--- src/rtl/ddr_app_master.sv ---
// ddr_app_master: burst initiator for the DDR controller native app interface.
// Splits each request into per-beat commands, streams write beats and returns read beats.
module ddr_app_master #(
  parameter int ADDR_WIDTH      = 27,
  parameter int DATA_WIDTH      = 256,
  parameter int LEN_WIDTH       = 8,
  parameter int ADDR_STEP       = 8,
  parameter int MAX_OUTSTANDING = 32
) (
  input  logic                    clock,
  input  logic                    rst,
  input  logic                    req_valid,
  output logic                    req_ready,
  input  logic                    req_write,
  input  logic [ADDR_WIDTH-1:0]   req_addr,
  input  logic [LEN_WIDTH-1:0]    req_len,
  input  logic [DATA_WIDTH-1:0]   wr_data,
  input  logic [DATA_WIDTH/8-1:0] wr_mask,
  input  logic                    wr_valid,
  output logic                    wr_ready,
  output logic [DATA_WIDTH-1:0]   rd_data,
  output logic                    rd_valid,
  output logic                    rd_last,
  output logic                    busy,
  output logic                    err_unexp_rd,
  output logic [ADDR_WIDTH-1:0]   app_addr,
  output logic [2:0]              app_cmd,
  output logic                    app_en,
  input  logic                    app_rdy,
  output logic [DATA_WIDTH-1:0]   app_wdf_data,
  output logic [DATA_WIDTH/8-1:0] app_wdf_mask,
  output logic                    app_wdf_wren,
  output logic                    app_wdf_end,
  input  logic                    app_wdf_rdy,
  input  logic [DATA_WIDTH-1:0]   app_rd_data,
  input  logic                    app_rd_data_valid,
  input  logic                    init_calib_complete
);

  localparam int CNT_WIDTH = LEN_WIDTH + 1;
  localparam int OUT_WIDTH = $clog2(MAX_OUTSTANDING) + 1;
  localparam logic [OUT_WIDTH-1:0]  OUT_MAX  = OUT_WIDTH'(MAX_OUTSTANDING);
  localparam logic [OUT_WIDTH-1:0]  OUT_ONE  = OUT_WIDTH'(1);
  localparam logic [OUT_WIDTH-1:0]  OUT_ZERO = OUT_WIDTH'(0);
  localparam logic [CNT_WIDTH-1:0]  CNT_ONE  = CNT_WIDTH'(1);
  localparam logic [CNT_WIDTH-1:0]  CNT_ZERO = CNT_WIDTH'(0);
  localparam logic [ADDR_WIDTH-1:0] STEP     = ADDR_WIDTH'(ADDR_STEP);

  typedef enum logic [1:0] {
    IDLE     = 2'd0,
    WR_BURST = 2'd1,
    RD_BURST = 2'd2
  } state_t;

  state_t                  state_r;
  logic [ADDR_WIDTH-1:0]   addr_r;
  logic [2:0]              cmd_r;
  logic [CNT_WIDTH-1:0]    cmd_left_r;
  logic [CNT_WIDTH-1:0]    data_left_r;
  logic [OUT_WIDTH-1:0]    outstanding_r;
  logic [DATA_WIDTH-1:0]   rd_data_r;
  logic                    rd_valid_r;
  logic                    rd_last_r;
  logic                    err_r;

  logic                    req_ready_s;
  logic                    req_fire_s;
  logic                    app_en_s;
  logic                    cmd_fire_s;
  logic                    wdf_wren_s;
  logic                    wr_ready_s;
  logic                    data_fire_s;
  logic                    rd_inc_s;
  logic                    rd_dec_s;
  logic                    unexp_s;
  logic                    rd_last_s;
  logic [CNT_WIDTH-1:0]    cmd_left_nxt_s;
  logic [CNT_WIDTH-1:0]    data_left_nxt_s;
  logic [OUT_WIDTH-1:0]    outstanding_nxt_s;

  // Handshake qualifiers derived from the registered burst state.
  always_comb begin
    req_ready_s = 1'b0;
    app_en_s    = 1'b0;
    wdf_wren_s  = 1'b0;
    wr_ready_s  = 1'b0;
    if (rst) begin
      req_ready_s = 1'b0;
    end else begin
      req_ready_s = (state_r == IDLE) && init_calib_complete;
    end
    if (state_r == WR_BURST) begin
      app_en_s   = (cmd_left_r != CNT_ZERO);
      wdf_wren_s = (data_left_r != CNT_ZERO) && wr_valid;
      wr_ready_s = (data_left_r != CNT_ZERO) && app_wdf_rdy;
    end else if (state_r == RD_BURST) begin
      // Read commands throttle once the return window is full.
      app_en_s = (cmd_left_r != CNT_ZERO) && (outstanding_r < OUT_MAX);
    end else begin
      app_en_s = 1'b0;
    end
  end

  assign req_fire_s  = req_valid && req_ready_s;
  assign cmd_fire_s  = app_en_s && app_rdy;
  assign data_fire_s = wdf_wren_s && app_wdf_rdy;
  assign rd_inc_s    = cmd_fire_s && (state_r == RD_BURST);
  assign rd_dec_s    = app_rd_data_valid && (outstanding_r != OUT_ZERO);
  assign unexp_s     = app_rd_data_valid && (outstanding_r == OUT_ZERO);

  // Next values of the beat and outstanding-read counters.
  always_comb begin
    cmd_left_nxt_s    = cmd_left_r;
    data_left_nxt_s   = data_left_r;
    outstanding_nxt_s = outstanding_r;
    if (cmd_fire_s) begin
      cmd_left_nxt_s = cmd_left_r - CNT_ONE;
    end else begin
      cmd_left_nxt_s = cmd_left_r;
    end
    if (data_fire_s) begin
      data_left_nxt_s = data_left_r - CNT_ONE;
    end else begin
      data_left_nxt_s = data_left_r;
    end
    case ({rd_inc_s, rd_dec_s})
      2'b10:   outstanding_nxt_s = outstanding_r + OUT_ONE;
      2'b01:   outstanding_nxt_s = outstanding_r - OUT_ONE;
      default: outstanding_nxt_s = outstanding_r;
    endcase
  end

  assign rd_last_s = rd_dec_s && (outstanding_nxt_s == OUT_ZERO) && (cmd_left_nxt_s == CNT_ZERO);

  // Burst FSM, counters and registered read-return path.
  always_ff @(posedge clock) begin
    if (rst) begin
      state_r       <= IDLE;
      addr_r        <= '0;
      cmd_r         <= 3'b000;
      cmd_left_r    <= '0;
      data_left_r   <= '0;
      outstanding_r <= '0;
      rd_data_r     <= '0;
      rd_valid_r    <= 1'b0;
      rd_last_r     <= 1'b0;
      err_r         <= 1'b0;
    end else begin
      rd_data_r     <= app_rd_data;
      rd_valid_r    <= app_rd_data_valid;
      rd_last_r     <= rd_last_s;
      outstanding_r <= outstanding_nxt_s;
      if (unexp_s) begin
        err_r <= 1'b1;
      end
      case (state_r)
        IDLE: begin
          if (req_fire_s) begin
            addr_r      <= req_addr;
            cmd_r       <= req_write ? 3'b000 : 3'b001;
            cmd_left_r  <= {1'b0, req_len} + CNT_ONE;
            data_left_r <= {1'b0, req_len} + CNT_ONE;
            state_r     <= req_write ? WR_BURST : RD_BURST;
          end
        end
        WR_BURST: begin
          if (cmd_fire_s) begin
            addr_r <= addr_r + STEP;
          end
          cmd_left_r  <= cmd_left_nxt_s;
          data_left_r <= data_left_nxt_s;
          if ((cmd_left_nxt_s == CNT_ZERO) && (data_left_nxt_s == CNT_ZERO)) begin
            state_r <= IDLE;
          end
        end
        RD_BURST: begin
          if (cmd_fire_s) begin
            addr_r <= addr_r + STEP;
          end
          cmd_left_r <= cmd_left_nxt_s;
          if ((cmd_left_nxt_s == CNT_ZERO) && (outstanding_nxt_s == OUT_ZERO)) begin
            state_r <= IDLE;
          end
        end
        default: begin
          state_r <= IDLE;
        end
      endcase
    end
  end

  assign req_ready    = req_ready_s;
  assign wr_ready     = wr_ready_s;
  assign app_en       = app_en_s;
  assign app_wdf_wren = wdf_wren_s;
  assign app_wdf_end  = wdf_wren_s;
  assign app_wdf_data = wr_data;
  assign app_wdf_mask = wr_mask;
  assign app_addr     = addr_r;
  assign app_cmd      = cmd_r;
  assign rd_data      = rd_data_r;
  assign rd_valid     = rd_valid_r;
  assign rd_last      = rd_last_r;
  assign busy         = (state_r != IDLE);
  assign err_unexp_rd = err_r;

endmodule

--- config.mk ---
export PLATFORM = sky130hd
export DESIGN_NAME = ddr_app_master
export DESIGN_NICKNAME = d
export VERILOG_FILES = /design/src/rtl/ddr_app_master.sv
export SDC_FILE = /design/constraint.sdc
export NUM_CORES = 1
export LEC_CHECK = 0
export ABC_AREA = 1
export BUFFER_PORTS_ARGS = -buffer_cell sky130_fd_sc_hd__buf_2
export CAP_MARGIN = 5
export CORE_AREA = 2 2 459 461
export DETAILED_ROUTE_END_ITERATION = 6
export DIE_AREA = 0 0 461 463
export GPL_TIMING_DRIVEN = 1
export PLACE_DENSITY = 0.3
export SYNTH_ARGS = -nofsm -noshare
export SYNTH_HDL_FRONTEND = slang
export SYNTH_SLANG_ARGS = --single-unit
--- constraint.sdc ---
create_clock -name clock -period 9 [get_ports clock]
set_input_delay 0.9 -clock clock [delete_from_list [all_inputs] [get_ports clock]]
set_output_delay 0.9 -clock clock [all_outputs]
set_load 0.005 [all_outputs]
== Yosys cells after proc, flatten, opt, wreduce, memory -nomap -nowiden ==
Index checks and enable logic that the tools add are counted.
Operators by class
  reduce and logical (&&, ||, !) cells: 31
  eq/ne operators: 8
  $add $sub $neg: 6
  mux-type cells: 20
  magnitude comparators: 1
Operators by type and width (count)
  two-way mux 27 bit: 2
  case mux 27 bit (2 select lines): 1
  case mux 9 bit (2 select lines): 2
  adder 27 x 4 -> 27 bit (second input constant): 1
  two-way mux 9 bit: 3
  logical NOT 9 bit: 2
  nonzero test 9 bit: 2
  subtractor 9 x 1 -> 9 bit (second input constant): 2
  logical AND 1 bit: 14
  logical NOT 6 bit: 2
  case mux 6 bit (2 select lines): 1
  adder 8 x 1 -> 9 bit (second input constant): 1
  two-way mux 2 bit: 4
  adder 6 x 1 -> 6 bit (second input constant): 1
  < comparator 6 bit (second input constant): 1
  two-way mux 1 bit: 6
  inequality test 2 x 1 -> 1 bit (second input constant): 3
  case mux 2 bit (3 select lines): 1
  AND reduction 2 bit: 3
  AND reduction 3 bit: 2
  nonzero test 2 bit: 3
  nonzero test 6 bit: 1
  subtractor 6 x 1 -> 6 bit (second input constant): 1
  equality test 2 x 1 -> 1 bit (second input constant): 2
  other kinds (4): 5
Word-level totals
  output and inout bits: 583
  word-level logic and storage cells: 76
  flip-flop bits (word level): 315
  input bits: 588

== Longest topological paths before layout ==
  depth after elaboration: 12
  mapped depth: 29

== Worst setup path after synthesis ==
OpenSTA, ideal clock, no wires.
  path kind: input to register
  start: input app_rd_data_valid
  end: register state_r[0]
  data required time: 8875 ps
  stages: 19
  data arrival time: 2840 ps
  library setup time: 125 ps
  path buffers: 0
  path slack: 6034 ps
  cells stage by stage: inv_1 -> or2_2 -> inv_1 -> ha_1 -> inv_1 -> nand2_1 -> nand2_1 -> inv_1 -> ha_1 -> o21ai_0 -> nand2_1 -> nor2_1 -> nand3_1 -> nor2_1 -> nand3_2 -> nand2_2 -> nand4_1 -> nand2_1 -> nor2_2
Between the ends
  longest elaborated chain between the ends: 7
  elaborated cells on any way between the ends: 8
  classes of those cells: 3 x eq/ne; 1 x mux; 4 x reduce/logical
Ends and longest elaborated chain
  start, declared: line 36  | input logic app_rd_data_valid,
  logical AND 1 bit *: line 108  | assign rd_dec_s = app_rd_data_valid && (outstanding_r != OUT_ZERO);
  equality test 2 x 1 -> 1 bit / equality test 2 bit (equally long branches): line 126  | case ({rd_inc_s, rd_dec_s})
  case mux 6 bit (2 select lines) *: line 126
  logical NOT 6 bit *: line 181  | if ((cmd_left_nxt_s == CNT_ZERO) && (outstanding_nxt_s == OUT_ZERO)) begin
  logical AND 1 bit *: line 181
  inequality test 2 x 1 -> 1 bit (no source line) *
  AND reduction 3 bit (no source line) *
  end signal, assigned: line 163  | state_r <= req_write ? WR_BURST : RD_BURST;
  end, declared: line 55  | state_t state_r;
Mark *: on every way between the ends. The rest lies on a longest branch, timed or not.
A chain may end at the register's enable or synchronous reset.

== Final worst setup path ==
  start: register state_r[1]
  end: register state_r[1]
Between the ends
  longest elaborated chain between the ends: 11
  elaborated cells on any way between the ends: 27
  classes of those cells: 7 x eq/ne; 8 x mux; 12 x reduce/logical
Ends and longest elaborated chain
  equality test 2 bit: line 96, 107, 156
  two-way mux 1 bit: line 96  | end else if (state_r == RD_BURST) begin
  two-way mux 1 bit: line 92  | if (state_r == WR_BURST) begin
  logical AND 1 bit: line 105  | assign cmd_fire_s = app_en_s && app_rdy;
  logical AND 1 bit: line 107  | assign rd_inc_s = cmd_fire_s && (state_r == RD_BURST);
  equality test 2 x 1 -> 1 bit / equality test 2 bit (equally long branches): line 126
  case mux 6 bit (2 select lines): line 126
  logical NOT 6 bit: line 181
  logical AND 1 bit: line 181
  inequality test 2 x 1 -> 1 bit (no source line)
  AND reduction 3 bit (no source line)
Several ways; a longest one is shown, not always the timed one.

==> flow_metrics.tcl <==
set metrics [dict create \
    status "complete, no violations" \
    pwr-share-seq 0.335 \
    crit_slowest_cell "ha_1" \
    nets 2656 \
    area_delta_synth_final_pct 43.49 \
    finalSetupViolCount 0 \
    synth_top_area_share 0.4678 \
    std_cell_rows 168 \
    yosysMostFrequentCell "nor2_1" \
    dr.pass1.iters 5 \
    synth_cell_types 33 \
    totalWireLength_mm 110.8 \
    finalMaxSlewViolations 0 \
    setup_slack_ns 5.015 \
    cts_tree "yes" \
    post_cts_resized 0 \
    vias_per_cell 2.454 \
    skew_ns 0.03565 \
    clock_latency_ns 0.66 \
    cts-root-buf "clkbuf_16" \
    start_kind "flip-flop" \
    cp_common_cell "inv_1" \
    power_frac_comb 0.250 \
    clkPwrFrac 0.414 \
    cap_violations 0 \
    design_area_mm2 0.01922 \
    grtUsageMet2 0.1484 \
    antenna_found_initial 36 \
    htree_levels 2 \
    drc_errors 0 \
    cts_setup_buffers 0 \
    ys.warnings.count 0 \
    worst-path-max-fanout 15 \
    placed_area_mm2 0.01755 \
    cts_buffer_depth 3 \
    fin_cells 4905 \
    place_congestion 0.8001 \
    hold_path_depth 3 \
    netSwitchingFraction 0.3619 \
    tns_ns 0 \
    finalCriticalPeriod_ns 3.985 \
    synth-edff-count 0 \
    reg2reg_depth 27 \
    crit_arrival_ns 4.52 \
    internal_power_mw 3.108 \
    power_density_mw_per_mm2 253.5 \
    drt_iter0_markers 586 \
    maxSlewHeadroom 0.2783 \
    die-area_mm2 0.2134 \
    grt_max_degree 118 \
    post-route-period-util 0.4427 \
    fmax_mhz 251.0 \
    ir_worst_vdd_mv 0.1341 \
    cp.required_ns 9.53 \
    post_drt_wl_per_cell_um 22.59 \
    cp-end-kind "flip-flop" \
    use_met3 0.1190 \
    netlist_area_mm2 0.01339 \
    cts_hold_buffers 0 \
    p_switching_mw 1.763 \
    overflow 0 \
    clk_pin_slew_ns 0.06 \
    hold_ws_ns 0.4100 \
    place_ws_ns 5.004 \
    port_buffers 592 \
    worst_pin_slew_ns 1.075 \
    num_vias 12040 \
    yosys_most_used_dff "dfxtp_1" \
    first_global_vias 12060 \
    drive_gt1_frac 0.3338 \
    placed_cells 4811 \
    synth_commonest_cells "nor2_1 (344), inv_1 (321), dfxtp_1 (313)" \
    hp-class "primary input to flip-flop" \
    synth-seq-area-share 0.4678 \
    cp_slowest_stage_delay_ns 0.50 \
    criticalPathCategory "flip-flop to flip-flop" \
    grt_pass1_wl_mm 136.9 \
    grt_use_met1 0.08571 \
    die_h_um 463 \
    ant_nets 0 \
    dieWidth_um 461 \
    ios 1171 \
    p_leak_nw 9.301 \
    ys_ff_latch 313 \
    synth_area_leaders "dfxtp_1 (47%), buf_4 (16%), nor2_1 (9.6%)" \
    cts-buffers-inserted 49 \
    rsz0062_at_grt "no" \
    syn_inst 1749 \
    yosys.area.top_type "dfxtp_1" \
    cts.sinks 313 \
    nFillCells 24670 \
    core_area_mm2 0.2085 \
    hold_viol 0 \
    synthArstFlopShare 0 \
    grt_usage 0.1003 \
    hpwl_mm 96.07 \
    syn_avg_cell_area_um2 7.658 \
    busiest_layer "met2" \
    start_util 0.06423 \
]
[flip-flops by register name, indices dropped and copies added, names as in the netlist]
name / cells
app_addr: 27
app_cmd: 1
cmd_left_r: 9
data_left_r: 9
err_unexp_rd: 1
outstanding_r: 6
rd_data: 256
rd_last: 1
rd_valid: 1
state_r: 2
[worst max-delay path, delay by kind of cell (launching register included)]
family	cells	cell delay (ns)
AND/OR/NAND/NOR	15	1.54
adder cells (fa/ha/maj)	3	0.94
buffers and inverters	7	0.81
flip-flops	1	0.31
AO/OA/AOI/OAI	2	0.26
[logic make-up (layout without fill, tap and decap cells)]
logic type	Yosys count	in the layout	synth area share
XOR/XNOR	29	29	0.01896
other	1	8	0.0002800
AO/OA/AOI/OAI	109	109	0.04512
flip-flops	313	313	0.4678
AND/OR/NAND/NOR	619	619	0.1882
adder cells (fa/ha/maj)	11	11	0.01028
buffers and inverters	667	1011	0.2693
[cell type report]
type / instances / area [um2] / share of cell area
Sequential cell: 313 / 6266 / 0.3260
Antenna cell: 6 / 15.01 / 0.0007812
Tap cell: 2805 / 3510 / 0.1826
Clock buffer: 69 / 1401 / 0.07291
Multi-Input combinational cell: 770 / 3525 / 0.1834
Clock inverter: 19 / 252.7 / 0.01315
Timing Repair Buffer: 598 / 3030 / 0.1577
Inverter: 325 / 1220 / 0.06347
[routing by layer]
layer | share of wire | up-vias | wire (um)
met5 | 0.0065 | - | 721
met4 | 0.021 | 16 | 2308
met3 | 0.25 | 162 | 27860
met2 | 0.42 | 1087 | 46480
met1 | 0.30 | 5249 | 33440
li1 | - | 5522 | -
[per-stage QoR]
step | utilization | power (mW)
floorplan | - | 2.479
global placement | 0.08417 | 2.934
detailed placement | 0.08417 | 2.926
CTS | 0.09210 | 5.055
global route | 0.09212 | 5.234
finish | 0.09217 | 4.872
[cells in the final DEF, fill, tap and decap left out, types with 23 or more instances in the layout]
cell,netlist,final
nand2_1,188,188
o21ai_0,49,49
nand3_1,38,38
buf_2,3,591
clkbuf_16,0,49
a21oi_1,28,28
xor2_1,23,23
inv_1,321,321
nor2_1,344,344
dfxtp_1,313,313
[power by group through the flow]
stage	clock [mW]	combinational, mW	sequential [mW]
2_1_floorplan	0	0.839	1.64
3_3_place_gp	0	1.27	1.66
3_5_place_dp	0	1.26	1.66
4_1_cts	2.15	1.27	1.64
5_1_grt	2.18	1.40	1.65
6_report	2.02	1.22	1.63
[final timing paths]
path | from | slack, ns | endpoint
max reg2reg | state_r[1] | 5.02 | state_r[1]
min reg2reg | app_cmd[0] | 0.48 | app_cmd[0]
min | app_rd_data[35] | 0.41 | rd_data[35]
max | state_r[1] | 5.02 | state_r[1]
Note: power is estimated with default switching activity, not from simulation.
